File: config.mk
export PLATFORM = sky130hd
export DESIGN_NAME = audio_i2s_tx
export DESIGN_NICKNAME = d
export VERILOG_FILES = /design/src/rtl/audio_i2s_tx.sv
export SDC_FILE = /design/constraint.sdc
export NUM_CORES = 1
export LEC_CHECK = 0
export CORE_MARGIN = 4
export CORE_UTILIZATION = 35
export CTS_CLUSTER_DIAMETER = 100
export DETAILED_ROUTE_END_ITERATION = 8
export DONT_BUFFER_PORTS = 1
export GPL_ROUTABILITY_DRIVEN = 1
export GPL_TIMING_DRIVEN = 0
export MAX_ROUTING_LAYER = met4
export PLACE_DENSITY_LB_ADDON = 0.1
export SKIP_CTS_REPAIR_TIMING = 1
export SYNTH_ARGS = -nofsm -noshare
export SYNTH_HDL_FRONTEND = slang
export SYNTH_SLANG_ARGS = --single-unit
File: constraint.sdc
create_clock -name clk -period 2.95 [get_ports clk]
set_clock_uncertainty 0.1 [all_clocks]
set_input_delay 0.885 -clock clk [delete_from_list [all_inputs] [get_ports clk]]
set_output_delay 0.885 -clock clk [all_outputs]
set_load 0.05 [all_outputs]
File: src/rtl/audio_i2s_tx.sv
// Philips I2S transmitter: free-running BCLK/LRCLK divider, one-deep sample holding register,
// frame load on bit_cnt wrap, outputs change only on BCLK falling edges; underrun/overrun counted.
module audio_i2s_tx #(
  parameter int BCLK_DIV  = 4,
  parameter int SLOT_BITS = 32
) (
  input  logic        clk,
  input  logic        reset,
  input  logic        sample_ce,
  input  logic [15:0] in_l,
  input  logic [15:0] in_r,
  input  logic        mute,
  output logic        i2s_bclk,
  output logic        i2s_lrclk,
  output logic        i2s_sdata,
  output logic [7:0]  underrun_cnt,
  output logic [7:0]  overrun_cnt
);

  localparam int BW = $clog2(2 * SLOT_BITS);

  localparam logic [7:0]    DIV_LAST = 8'(BCLK_DIV - 1);
  localparam logic [BW-1:0] BIT_LAST = BW'(2 * SLOT_BITS - 1);
  localparam logic [BW-1:0] SLOT     = BW'(SLOT_BITS);
  localparam logic [BW-1:0] LR_FIRST = BW'(SLOT_BITS - 1);
  localparam logic [BW-1:0] LR_LAST  = BW'(2 * SLOT_BITS - 2);
  localparam logic [BW-1:0] DATA_W   = BW'(16);

  logic [7:0]    div_cnt;
  logic [BW-1:0] bit_cnt;
  logic [15:0]   hold_l, hold_r;
  logic [15:0]   shift_l, shift_r;
  logic          pending;

  logic          fall;
  logic          load;
  logic [BW-1:0] bit_nxt;
  logic [BW-1:0] r_off;
  logic [15:0]   shl_nxt, shr_nxt;
  logic          sdata_nxt;
  logic          lr_nxt;

  always_comb begin
    fall    = i2s_bclk && (div_cnt == DIV_LAST);
    bit_nxt = (bit_cnt == BIT_LAST) ? '0 : bit_cnt + 1'b1;
    load    = fall && (bit_nxt == '0);

    shl_nxt = shift_l;
    shr_nxt = shift_r;
    if (load) begin
      shl_nxt = mute ? 16'h0000 : hold_l;
      shr_nxt = mute ? 16'h0000 : hold_r;
    end

    // Drive reflects the bit_cnt value being entered, so a freshly loaded word shows its MSB at once.
    r_off     = bit_nxt - SLOT;
    sdata_nxt = 1'b0;
    if (bit_nxt < DATA_W) begin
      sdata_nxt = shl_nxt[4'd15 - bit_nxt[3:0]];
    end else if ((bit_nxt >= SLOT) && (r_off < DATA_W)) begin
      sdata_nxt = shr_nxt[4'd15 - r_off[3:0]];
    end

    // Word select leads each channel's MSB by one BCLK.
    lr_nxt = (bit_nxt >= LR_FIRST) && (bit_nxt <= LR_LAST);
  end

  always_ff @(posedge clk) begin
    if (reset) begin
      div_cnt      <= '0;
      i2s_bclk     <= 1'b0;
      i2s_lrclk    <= 1'b0;
      i2s_sdata    <= 1'b0;
      bit_cnt      <= '0;
      shift_l      <= '0;
      shift_r      <= '0;
      hold_l       <= '0;
      hold_r       <= '0;
      pending      <= 1'b0;
      underrun_cnt <= '0;
      overrun_cnt  <= '0;
    end else begin
      if (div_cnt == DIV_LAST) begin
        div_cnt  <= '0;
        i2s_bclk <= ~i2s_bclk;
      end else begin
        div_cnt <= div_cnt + 8'd1;
      end

      if (fall) begin
        bit_cnt   <= bit_nxt;
        shift_l   <= shl_nxt;
        shift_r   <= shr_nxt;
        i2s_sdata <= sdata_nxt;
        i2s_lrclk <= lr_nxt;
      end

      if (load && !pending && (underrun_cnt != 8'hFF)) begin
        underrun_cnt <= underrun_cnt + 8'd1;
      end

      // A strobe coinciding with a load queues behind it rather than overwriting.
      if (sample_ce) begin
        hold_l  <= in_l;
        hold_r  <= in_r;
        pending <= 1'b1;
        if (pending && !load && (overrun_cnt != 8'hFF)) begin
          overrun_cnt <= overrun_cnt + 8'd1;
        end
      end else if (load) begin
        pending <= 1'b0;
      end
    end
  end

endmodule
==> flow_summary.toml <==
[pwr]
peakVddDrop_mv = 0.241
p_per_area_nw_per_um2 = 517
p_leak_uw = 0.00196

[worst_setup_path]
r2r_end = "i2s_sdata"
crit_required_ns = 3.07
rrSetupSlack_ns = 0.07
start_kind = "register"
criticalPathCategory = "register to register"
rr_startpoint = "bit_cnt[0]"
endpoint_kind = "register"
arrival_ns = 3.00
r2r_cells = 10
critical_path.max_fanout = 9

[outcome]
status = "complete, no violations"

[timing]
setup_ws_ns = 0.0654
fmax_mhz = 347
tightestPinTransition_ns = 0.807
timing.setup.tns_ns = 0
final_hold_viol_count = 0
drv_slew = 0
min_period_ns = 2.88
min_period_over_period_pct = 97.8
rsz0062_at_grt = "true"
maxSlewHeadroom_pct = 46.2
setup_viol = 0

[floorplanning]
die_y_um = 123
rows = 41
die-area_um2 = 15000
fp.coreArea_um2 = 12700
start_util_pct = 36.1
ios = 55
die_x_um = 123

[routing]
wl_per_cell_um = 17.3
ant_nets = 0
via_per_inst = 5.22
drt_pass1_iterations = 5
drc = 0
finalWirelength_um = 12100
vias = 3649
drtIter0Drc = 344

[logic_synthesis]
netlist_instances = 508
syn_area_um2 = 4590
ys_ff_latch = 98
synth_edf_count = 0
yosysUniqueCellTypes = 56
syn_area_per_cell_um2 = 9.04
yosysWarningCount = 0
synth_flop_cell = "dfxtp_1"
async_reset_ff_share_pct = 0
ys_seq_area_share_pct = 42.7
synth_nets = 550

[place]
dp_hpwl_um = 8840
pre_cts_slack_ns = -0.327
dpl_cell_area_um2 = 4810
gp_congestion = 0.821
io_buffers = 0

[clocking]
clkSinkCount = 98
cts_tree = "yes"
clk_pin_slew_worst_paths_ns = 0.07
clk_latency_ns = 0.35
numCtsBuffers = 9
ctsRootBufferMaster = "clkbuf_16"
ctsLongestPathBuffers = 2
htree_levels = 3

[min_path]
hp-class = "register to register"
holdPathEnd = "shift_r[14]"
min_from = "shift_r[14]"
holdPathStages = 2

[cells_and_area]
finalInstanceArea_um2 = 5220
area_growth_pct = 13.7
fillers = 1310
final_cell_mix = "98 x nor2_1, 95 x dfxtp_1, 45 x mux2i_1"
layout-drive-gt1-share_pct = 11.2
diodes = 0
final_common_cell = "nor2_1"
nets = 565

[global_routing]
grt_max_degree = 15
grt_use_total_pct = 17.2
grt_pass1_vias = 3572
overflow = 0
antenna_found_initial = 0
grt_pass1_wl_um = 19300

[job]
maxCapViolations = 0
-- Yosys cell counts, types with 3 or more instances --
cell      number  share of area [%]
a211oi_1       6               0.98
ha_1           6                1.6
nor2_1        98                8.0
o21ai_0        9               0.98
inv_1          5               0.41
or3_1          3               0.41
nand2_1       29                2.4
nand3b_1      10                1.6
buf_4          3               0.49
and3_1         5               0.68
buf_2          4               0.44
nor4_1         4               0.54
nand4_1        5               0.68
clkbuf_1      25                2.0
a21oi_1       24                2.6
nand3_1       16                1.7
nor3_1         6               0.65
xnor2_1       10                1.9
mux2i_1       46                 10
a311oi_1       4               0.76
nor3b_1       15                2.5
a22oi_1        9                1.5
nor2b_1       10                1.4
a31oi_1        4               0.54
dfxtp_1       98                 43
and2_1         3               0.41
xor2_1        15                2.9
-- through the flow --
| step | power (µW) | hold slack (ns) | util, % | instances |
|---|---|---|---|---|
| after global placement | 1560 | 0.343 | 37.8 | 680 |
| after detailed placement | 1560 | 0.351 | 37.8 | 680 |
| after floorplan | 1520 | 0.328 | - | 508 |
| after CTS | 2740 | 0.360 | 40.0 | 695 |
| final | 2700 | 0.358 | 41.0 | 699 |
| after global routing | 2810 | 0.397 | 41.0 | 699 |
-- layout make-up --
class	count	area, µm²	area share [%]
clock buffer	12	246	4.72
timing repair buffer	5	37.5	0.719
multi-input combinational	372	2550	48.8
sequential	98	1970	37.7
buffer	32	146	2.80
inverter	5	18.8	0.360
tap	172	215	4.12
clock inverter	3	40.0	0.767
-- critical path, stage by stage (launching register included) --
cell and delay (ns):
dfxtp_2 0.36, ha_1 0.20, buf_4 0.18, xnor2_4 0.24, nand4_4 0.25, a21oi_4 0.37, mux2i_2 0.32, o221ai_1 0.17
a21o_1 0.22, a32oi_2 0.22, a311oi_1 0.11
-- sequential cells by signal (all words and copies together), names as in the netlist --
register      flops
bit_cnt           6
div_cnt           8
hold_l           16
hold_r           16
i2s_bclk          1
i2s_lrclk         1
i2s_sdata         1
overrun_cnt       8
pending           1
shift_l          16
shift_r          16
underrun_cnt      8
-- worst max-delay path by stage --
| stage | end | cells past startpoint | start |
|---|---|---|---|
| after floorplan | i2s_sdata | 10 | bit_cnt[0] |
| after global placement | i2s_sdata | 11 | bit_cnt[0] |
| after detailed placement | i2s_sdata | 11 | bit_cnt[0] |
| after CTS | i2s_sdata | 11 | bit_cnt[0] |
| final | i2s_sdata | 10 | bit_cnt[0] |
| after global routing | i2s_sdata | 10 | bit_cnt[0] |
-- layer usage --
layer,GRT usage (%),vias to the layer above,routed length (µm)
met5,-,-,0
met4,6.51,0,201
met3,3.55,14,674
met2,26.3,76,5620
met1,22.5,1744,5620
li1,-,1815,-
-- power by group --
part,total (µW),internal (µW),switching [µW]
Clock,1170,674,493
Combinational,138,55.8,82.2
Sequential,1390,1360,36.1
-- logic make-up (layout without fill, tap and decap cells) --
logic type / count (synthesis) / count (layout) / synth area share [%]
DFF: 98 / 98 / 42.7
and+or+nand+nor: 214 / 214 / 24.0
AOI/OAI and AO/OA: 78 / 78 / 12.0
adders and majority gates: 6 / 6 / 1.63
buffers and inverters: 38 / 57 / 3.46
xor gates and xnor gates: 26 / 26 / 5.37
muxes: 48 / 48 / 10.8
No activity file was read; power rests on OpenSTA's default activity.
